[config.mk]
export PLATFORM = sky130hd
export DESIGN_NAME = stream_demux_1x3
export DESIGN_NICKNAME = d
export VERILOG_FILES = /design/src/rtl/stream_demux_1x3_pkg.sv /design/src/rtl/stream_demux_1x3_sync_ff.sv /design/src/rtl/stream_demux_1x3.sv
export SDC_FILE = /design/constraint.sdc
export NUM_CORES = 1
export LEC_CHECK = 0
export ABC_AREA = 1
export ABC_CLOCK_PERIOD_IN_PS = 1600
export CAP_MARGIN = 20
export CORE_MARGIN = 1
export CORE_UTILIZATION = 48
export DETAILED_ROUTE_END_ITERATION = 8
export PLACE_DENSITY = 0.89
export SLEW_MARGIN = 25
export SYNTH_ARGS = -nofsm -noshare
export SYNTH_HDL_FRONTEND = slang
export SYNTH_SLANG_ARGS = --single-unit
[constraint.sdc]
create_clock -name clk -period 1.6 [get_ports clk]
set_input_delay 0.32 -clock clk [delete_from_list [all_inputs] [get_ports clk]]
set_output_delay 0.32 -clock clk [all_outputs]
set_load 0.1 [all_outputs]
[src/rtl/stream_demux_1x3_pkg.sv]
//------------------------------------------------------------------------------
// stream_demux_1x3_pkg: FSM encoding, channel constants and sw_mode decode. Rev 1.0
//------------------------------------------------------------------------------
`default_nettype none

package stream_demux_1x3_pkg;

  typedef enum logic [1:0] {
    IDLE  = 2'd0,
    ROUTE = 2'd1,
    DRAIN = 2'd2
  } state_t;

  localparam logic [1:0] CH0 = 2'd0;
  localparam logic [1:0] CH1 = 2'd1;
  localparam logic [1:0] CH2 = 2'd2;

  // Unlisted codes fall back to channel 0 so a glitchy switch never selects nothing.
  function automatic logic [1:0] decode_mode(input logic [3:0] mode);
    logic [1:0] ch;
    ch = CH0;
    case (mode)
      4'b0100, 4'b0101: ch = CH1;
      4'b1000, 4'b1001: ch = CH2;
      default:          ch = CH0;
    endcase
    return ch;
  endfunction

endpackage

`default_nettype wire

[src/rtl/stream_demux_1x3_sync_ff.sv]
//------------------------------------------------------------------------------
// sync_ff: multi-stage flop synchronizer, async active-low reset. Rev 1.0
//------------------------------------------------------------------------------
`default_nettype none

module sync_ff #(
  parameter int WIDTH  = 4,
  parameter int STAGES = 2
) (
  input  logic             clk,
  input  logic             rst_n,
  input  logic [WIDTH-1:0] d,
  output logic [WIDTH-1:0] q
);

  logic [WIDTH-1:0] stage [STAGES];

  always_ff @(posedge clk or negedge rst_n) begin
    if (!rst_n) begin
      for (int i = 0; i < STAGES; i++) stage[i] <= '0;
    end else begin
      stage[0] <= d;
      for (int i = 1; i < STAGES; i++) stage[i] <= stage[i-1];
    end
  end

  assign q = stage[STAGES-1];

endmodule

`default_nettype wire

[src/rtl/stream_demux_1x3.sv]
//------------------------------------------------------------------------------
// stream_demux_1x3: 1-to-3 valid/ready demux steered by synchronized sw_mode.
// Optional ROUTER_STATS_EN adds per-channel beat counters on beat_cnt. Rev 1.0
//------------------------------------------------------------------------------
`default_nettype none

module stream_demux_1x3
  import stream_demux_1x3_pkg::*;
#(
  parameter int DATA_WIDTH  = 8,
  parameter int SYNC_STAGES = 2
) (
  input  logic                  clk,
  input  logic                  rst_n,
  input  logic [3:0]            sw_mode,
  input  logic [DATA_WIDTH-1:0] in_data,
  input  logic                  in_valid,
  output logic                  in_ready,
  output logic [DATA_WIDTH-1:0] out_data,
  output logic [2:0]            out_valid,
  input  logic [2:0]            out_ready,
  output logic [1:0]            cur_ch
`ifdef ROUTER_STATS_EN
  ,
  output logic [23:0]           beat_cnt
`endif
);

  logic [3:0]            mode_sync;
  logic [1:0]            dec_ch;
  state_t                state;
  logic                  hold_valid;
  logic                  skid_valid;
  logic [DATA_WIDTH-1:0] skid_data;
  logic                  sel_ready;
  logic                  in_fire;
  logic                  out_fire;
  logic                  hold_free;

  sync_ff #(
    .WIDTH  (4),
    .STAGES (SYNC_STAGES)
  ) u_sync (
    .clk   (clk),
    .rst_n (rst_n),
    .d     (sw_mode),
    .q     (mode_sync)
  );

  assign dec_ch = decode_mode(mode_sync);

  always_comb begin
    sel_ready = 1'b0;
    case (cur_ch)
      CH0:     sel_ready = out_ready[0];
      CH1:     sel_ready = out_ready[1];
      CH2:     sel_ready = out_ready[2];
      default: sel_ready = 1'b0;
    endcase
  end

  // cur_ch only moves in IDLE with the holding register empty, so this stays one-hot-or-zero.
  always_comb begin
    out_valid = 3'b000;
    if (hold_valid) begin
      case (cur_ch)
        CH0:     out_valid = 3'b001;
        CH1:     out_valid = 3'b010;
        CH2:     out_valid = 3'b100;
        default: out_valid = 3'b000;
      endcase
    end
  end

  assign in_ready  = (state == ROUTE) && !skid_valid;
  assign in_fire   = in_valid && in_ready;
  assign out_fire  = hold_valid && sel_ready;
  assign hold_free = !hold_valid || out_fire;

  always_ff @(posedge clk or negedge rst_n) begin
    if (!rst_n) begin
      state      <= IDLE;
      cur_ch     <= CH0;
      hold_valid <= 1'b0;
      out_data   <= '0;
      skid_valid <= 1'b0;
      skid_data  <= '0;
    end else begin
      case (state)
        IDLE: begin
          cur_ch <= dec_ch;
          state  <= ROUTE;
        end
        ROUTE: if (dec_ch != cur_ch) state <= DRAIN;
        DRAIN: if (!hold_valid) state <= IDLE;
        default: state <= IDLE;
      endcase

      // The skid always refills the holding register first, so hold empty implies skid empty.
      if (hold_free) begin
        if (skid_valid) begin
          out_data   <= skid_data;
          hold_valid <= 1'b1;
          skid_valid <= 1'b0;
        end else if (in_fire) begin
          out_data   <= in_data;
          hold_valid <= 1'b1;
        end else begin
          hold_valid <= 1'b0;
        end
      end else if (in_fire) begin
        skid_data  <= in_data;
        skid_valid <= 1'b1;
      end
    end
  end

`ifdef ROUTER_STATS_EN
  always_ff @(posedge clk or negedge rst_n) begin
    if (!rst_n) begin
      beat_cnt <= '0;
    end else begin
      for (int k = 0; k < 3; k++) begin
        if (out_valid[k] && out_ready[k]) beat_cnt[8*k +: 8] <= beat_cnt[8*k +: 8] + 8'd1;
      end
    end
  end
`endif

endmodule

`default_nettype wire

==> PnR_summary.wiki, run 1 <==
{| class="wikitable"
! Metric !! Value
|-
| Share of layout cells above drive strength 1 || 23.2%
|-
| Clk buf depth || 2
|-
| Num CTS Buffers || 3
|-
| List of most frequent post-synthesis cells || sky130_fd_sc_hd__nand2_1, sky130_fd_sc_hd__dfrtp_1, sky130_fd_sc_hd__inv_1
|-
| Largest cells by area after synthesis || sky130_fd_sc_hd__dfrtp_1, sky130_fd_sc_hd__nand2_1, sky130_fd_sc_hd__nand3_1
|-
| Master of the slowest instance on the critical path || sky130_fd_sc_hd__dfrtp_4
|-
| Yosys synthesis warning count || 0
|-
| Proportion of register bits with asynchronous set or reset after synthesis || 100%
|-
| Ys flop type || sky130_fd_sc_hd__dfrtp_1
|-
| Setup ws final || -26.1 ps
|-
| Most numerous cell in the Yosys netlist || sky130_fd_sc_hd__nand2_1
|-
| Wirelength per Cell || 13.0 um
|-
| CP Depth || 2
|-
| Count of antenna diodes in the layout || 0
|-
| Crit path capture type || output port
|-
| Worst slew slack as a fraction of its limit || 76.6%
|-
| Nets || 213
|-
| Worst reg2reg path depth || 7
|-
| # H-tree levels || 1
|-
| Number of distinct library cells after synthesis || 17
|-
| Crit Path Category || flop to output port
|-
| DRC errors left || 0
|-
| Final Wtd Congestion || 0.811
|-
| Maximum achievable frequency || 615 MHz
|-
| Wire length of the first global-routing pass || 4620 um
|-
| Critical Path Fanout Max || 5
|-
| Overflow left after global routing || 0
|-
| Clock tree root buffer cell || sky130_fd_sc_hd__clkbuf_4
|-
| Top Family by Delay on Critical Path || flip-flops
|-
| Top cell type by total area after synthesis || sky130_fd_sc_hd__dfrtp_1
|-
| Ratio of final minimum period to clock period || 102%
|-
| Data arrival time of the worst path || 1310 ps
|-
| Clock period minus final worst setup slack || 1630 ps
|-
| Global Route Usage Sum || 22.5%
|-
| Number of cells produced by synthesis || 154
|-
| #FFs+latches synth || 28
|-
| Result of the run || finished, violations left
|-
| Number of clock sinks || 28
|-
| Via count of the first global-routing pass || 1060
|-
| Hold buffer count at cts || 0
|-
| Die Span X || 53.9 um
|-
| Failing checks || setup timing
|-
| TritonCTS clock tree || yes
|-
| Sequential area share after synthesis || 54.1%
|-
| Starting density of the core || 51.3%
|-
| Worst stage delay on the critical path || 550 ps
|-
| Clk_skew || 1.85 ps
|-
| Bufs and invs on worst path || 1
|-
| Average via count per standard cell || 5.21
|-
| Vertical die dimension || 53.9 um
|-
| Net count after synthesis || 172
|-
| Layout area overhead || 48.5%
|-
| Syn Std Cell Area || 1290 sq um
|-
| Final setup violating endpoints || 3
|-
| Cell-by-cell listing of the critical path || nor3_4 > buf_12
|-
| Clock transition time at the flip-flop clock pins of the worst setup and hold paths || 140 ps
|-
| Pin count of the biggest net entering global routing || 29
|-
| Worst setup slack before clock tree synthesis || -23.0 ps
|-
| Total number of vias || 1168
|-
| Antenna violations before repair || 0
|-
| Row count || 18
|-
| Required time worst endpoint || 1280 ps
|-
| Worst hold-check path type || primary input to asynchronous set/reset pin
|-
| Transition at the pin with the smallest max-transition slack || 351 ps
|-
| Drt first pass iters || 4
|-
| Setup repair after global routing missed its margin || yes
|-
| Wirelength, routed || 2900 um
|-
| Area of the core || 2520 sq um
|-
| Number of buffers inserted by port buffering || 30
|-
| Final count of pins violating max slew || 0
|-
| Number of ports placed on the die boundary || 32
|-
| Die Footprint || 2910 sq um
|-
| Area share of the leading cell type in the synthesized netlist || 54.1%
|-
| DP HPWL || 2140 um
|-
| Starting DRT DRC Count || 42
|-
| Endpoints failing hold || 0
|-
| Mean post-synth cell area || 8.41 sq um
|-
| Total of max-cap violations || 0
|-
| Critical path launch point type || flop
|-
| Insertion delay of the later-clocked pin in the worst-skew pair || 320 ps
|-
| Count of flip-flops with a built-in enable after synthesis || 0
|-
| ANT nets after route || 0
|}
==> placed cells by master, fill, tap and decap left out, drive strengths merged <==
master,n
buf,24
clkbuf,4
clkdlybuf4s50,16
dfrtp,28
inv,20
nand2,54
nand3,15
nand4,9
nor2,8
nor3,4
o21ai,11
o21bai,1
==> timing repair <==
item,4_1_cts,5_1_grt
cloned,0,0
endpoints found under the hold margin,0,0
pin swaps,2,0
endpoints found under the setup margin,3,4
setup buffers,3,1
gates resized for setup,0,2
==> cells by family after synthesis <==
logic type,synth area share [%]
simple gates,33.3
buf+inv,7.44
flops,54.1
compound gates,5.12
==> stage by stage <==
step | hold WS, ps | setup TNS, ps | instance area (sq um) | cells | utilization [%]
after detailed placement | 340 | -49.6 | 1850 | 216 | 73.4
after CTS | 359 | -109 | 1910 | 223 | 75.7
final | 353 | -64.5 | 1920 | 224 | 76.2
after global placement | 333 | 0 | 1850 | 216 | 73.4
after floorplan | 24.4 | -650 | 1350 | 154 | -
after global routing | 362 | -228 | 1920 | 224 | 76.2
==> final timing paths <==
kind / start / endpoint / slack, ps
min reg2reg: u_sync.stage[6]$_DFF_PN0_ / u_sync.q[2]$_DFF_PN0_ / 370
max: cur_ch[1]$_DFFE_PN0N_ / out_valid[0] / -30
max reg2reg: cur_ch[0]$_DFFE_PN0N_ / skid_data[5]$_DFFE_PN0P_ / 100
min in group clk: u_sync.stage[6]$_DFF_PN0_ / u_sync.q[2]$_DFF_PN0_ / 370
min: rst_n / u_sync.q[2]$_DFF_PN0_ / 350
max in group asynchronous: rst_n / cur_ch[0]$_DFFE_PN0N_ / 960
==> area by class of cell <==
type | instances | area [sq um]
flip-flops and latches | 28 | 709
well taps | 30 | 37.5
inverters | 20 | 80.1
multi-input cells | 102 | 544
clock buffers | 4 | 36.3
fillers | 156 | 599
repair buffers | 40 | 515
==> state kept, by name (all words and copies together), names as in the netlist <==
| name | flops |
|---|---|
| out_data | 8 |
| u_sync.stage | 3 |
| skid_valid | 1 |
| skid_data | 8 |
| hold_valid | 1 |
| state | 2 |
| cur_ch | 2 |
| u_sync.q | 3 |
==> routing by layer <==
metal  wire length (um)  track usage [%]
met2               1540             35.2
met5                  0                0
met1               1240             31.0
met4                 25             8.77
met3                 97             3.95
Power of run 1 is not shown: default switching activity piles up to over one toggle a cycle in this logic, so the estimate is an artifact.
==> inputs of run 2 (changes only) <==
--- a/config.mk
+++ b/config.mk
@@ -11,7 +11,7 @@
 export CORE_MARGIN = 1
 export CORE_UTILIZATION = 48
 export DETAILED_ROUTE_END_ITERATION = 8
-export PLACE_DENSITY = 0.89
+export PLACE_DENSITY = 0.76
 export SLEW_MARGIN = 25
 export SYNTH_ARGS = -nofsm -noshare
 export SYNTH_HDL_FRONTEND = slang
==> run 2 against run 1 <==
The run still ends with setup timing left. Worst setup slack lost 18 ps. Fmax shrank 1.1%. Non-clock buffer count increased by 2. Clock-buffer cell count is 1 lower. Global-route usage shrank 0.25 points. Hold slack got worse by 20 ps. Critical endpoint is now out_valid[2]. Via count fell by 3.5%. Design area rose by 1.6%. Cell count rose by 0.89%.
==> PnR_summary.wiki, run 2 (synthesis results as in run 1) <==
{| class="wikitable"
! Metric !! Value
|-
| Result of the run || finished, violations left
|-
| Failing checks || setup timing
|-
| Wire length of the first global-routing pass || 4530 um (-2.1%)
|-
| Wirelength, routed || 2700 um (-7.0%)
|-
| Total number of vias || 1127 (-3.5%)
|-
| Number of ports placed on the die boundary || 32 (unchanged)
|-
| Global Route Usage Sum || 22.3% (-0.25 points)
|-
| Most frequent cells in the layout || sky130_fd_sc_hd__nand2_1, sky130_fd_sc_hd__dfrtp_1, sky130_fd_sc_hd__clkdlybuf4s50_1, sky130_fd_sc_hd__inv_1
|-
| Starting density of the core || 51.3% (unchanged)
|-
| Drt first pass iters || 4 (unchanged)
|-
| # H-tree levels || 1 (unchanged)
|-
| Vertical die dimension || 53.9 um (unchanged)
|-
| Final count of pins violating max slew || 0 (unchanged)
|-
| Critical Path Fanout Max || 4 (-1)
|-
| Worst slew slack as a fraction of its limit || 76.7% (+0.15 points)
|-
| Area taken by flip-flops and latches || 709 sq um (unchanged)
|-
| Pin count of the biggest net entering global routing || 29 (unchanged)
|-
| Clk_skew || 3.02 ps (+1.17 ps)
|-
| Clock period minus final worst setup slack || 1640 ps (+18.5 ps)
|-
| Required time worst endpoint || 1280 ps (about the same)
|-
| Endpoints failing hold || 0 (unchanged)
|-
| Starting DRT DRC Count || 12 (-71%)
|-
| ANT nets after route || 0 (unchanged)
|-
| Die Footprint || 2910 sq um (unchanged)
|-
| Antenna violations before repair || 0 (unchanged)
|-
| Registers with the most flip-flops || out_data x8, skid_data x8
|-
| DP HPWL || 2000 um (-6.5%)
|-
| Final hold slack || 333 ps (-19.9 ps)
|-
| Data arrival time of the worst path || 1320 ps (about the same)
|-
| Die Span X || 53.9 um (unchanged)
|-
| Critical path launch point type || flop
|-
| Crit path capture type || output port
|-
| Ratio of final minimum period to clock period || 103% (+1.2 points)
|-
| Nets || 215 (+0.94%)
|-
| Clock transition time at the flip-flop clock pins of the worst setup and hold paths || 150 ps (about the same)
|-
| Setup repair after global routing missed its margin || yes
|-
| Transition at the pin with the smallest max-transition slack || 349 ps (-2.19 ps)
|-
| Count of antenna diodes in the layout || 0 (unchanged)
|-
| Clock tree root buffer cell || sky130_fd_sc_hd__clkbuf_4
|-
| Crit Path Category || flop to output port
|-
| Filler cell count in the final layout || 179 (+15%)
|-
| Wirelength per Cell || 11.9 um (-7.8%)
|-
| Via count of the first global-routing pass || 1114 (+5.1%)
|-
| Area of the core || 2520 sq um (unchanged)
|-
| Overflow left after global routing || 0 (unchanged)
|-
| Clk buf depth || 2 (unchanged)
|-
| DRC errors left || 0 (unchanged)
|-
| Footprint of the multi-input gates || 544 sq um (unchanged)
|-
| Share of layout cells above drive strength 1 || 25.0% (+1.8 points)
|-
| TritonCTS clock tree || yes
|-
| Insertion delay of the later-clocked pin in the worst-skew pair || 330 ps (about the same)
|-
| Number of buffers inserted by port buffering || 30 (unchanged)
|-
| Final setup violating endpoints || 3 (unchanged)
|-
| Setup ws final || -44.6 ps (-18.5 ps)
|-
| Most common cell after layout, fill and taps aside || sky130_fd_sc_hd__nand2_1
|-
| Number of clock sinks || 28 (unchanged)
|-
| Hold buffer count at cts || 0 (unchanged)
|-
| Num CTS Buffers || 3 (unchanged)
|-
| Row count || 18 (unchanged)
|-
| Worst hold-check path type || primary input to asynchronous set/reset pin
|-
| Average via count per standard cell || 4.99 (-4.4%)
|-
| Layout area overhead || 50.9%
|-
| Maximum achievable frequency || 608 MHz (-1.1%)
|-
| Total of max-cap violations || 0 (unchanged)
|-
| Final Wtd Congestion || 0.782 (-3.6%)
|}
[run 2: changes by cell type in the layout (fill, tap and decap cells not counted), sizes merged]
cell,delta
buf,+2
bufinv,+1
clkbuf,-1
[run 2: final cells by class]
type / count / area share (%)
multi-input combinational: 102 / 27.8
tap: 30 / 1.92
clock buffer: 3 / 1.15
clock inverter: 1 / 1.54
timing repair buffer: 42 / 27.1
sequential: 28 / 36.3
inverter: 20 / 4.10
[run 2: final timing paths]
path                                                start                       end  slack [ps]  cells after the start
worst max-delay path                cur_ch[0]$_DFFE_PN0N_              out_valid[2]         -40                      2
worst min-delay path                                rst_n     cur_ch[1]$_DFFE_PN0N_         330                      2
worst max register to register      cur_ch[0]$_DFFE_PN0N_  skid_data[6]$_DFFE_PN0P_         100                      7
worst min register to register  u_sync.stage[7]$_DFF_PN0_     u_sync.q[3]$_DFF_PN0_         370                      0
max in group asynchronous                           rst_n     cur_ch[0]$_DFFE_PN0N_         990                      2
min in group clk                u_sync.stage[7]$_DFF_PN0_     u_sync.q[3]$_DFF_PN0_         370                      0
[run 2: critical path, cell delays in order, from the launching register on]
cell	delay, ps
sky130_fd_sc_hd__dfrtp_4	550
sky130_fd_sc_hd__nor3_4	240
sky130_fd_sc_hd__buf_12	200
[run 2: metal layers]
layer  vias up  share of wire, %  global-route usage, %
li1        579                 -                      -
met1       519                46                   29.0
met2        23                50                   36.4
met3         6               2.8                   2.82
met4         0               2.0                   11.0
met5         -                 0                      0
[run 2: per-stage QoR]
| stage | setup TNS (ps) | utilization (%) | cell area, sq um | setup slack [ps] | std cells |
|---|---|---|---|---|---|
| finish | -83.7 | 77.5 | 1950 | -44.6 | 226 |
| global route | -220 | 77.5 | 1950 | -79.9 | 226 |
| CTS | -105 | 76.8 | 1940 | -43.1 | 224 |
| detailed placement | 0 | 73.4 | 1850 | 23.9 | 216 |
| global placement | 0 | 73.4 | 1850 | 56.3 | 216 |
| floorplan | -650 | - | 1350 | -217 | 154 |
[run 2: what timing repair did]
| item | in CTS | in global routing |
|---|---|---|
| setup buffers | 4 | 2 |
| gates resized for setup | 1 | 3 |
| setup endpoints to repair | 4 | 4 |
| pin swaps | 2 | 2 |
Power of run 2 is left out for the same reason.
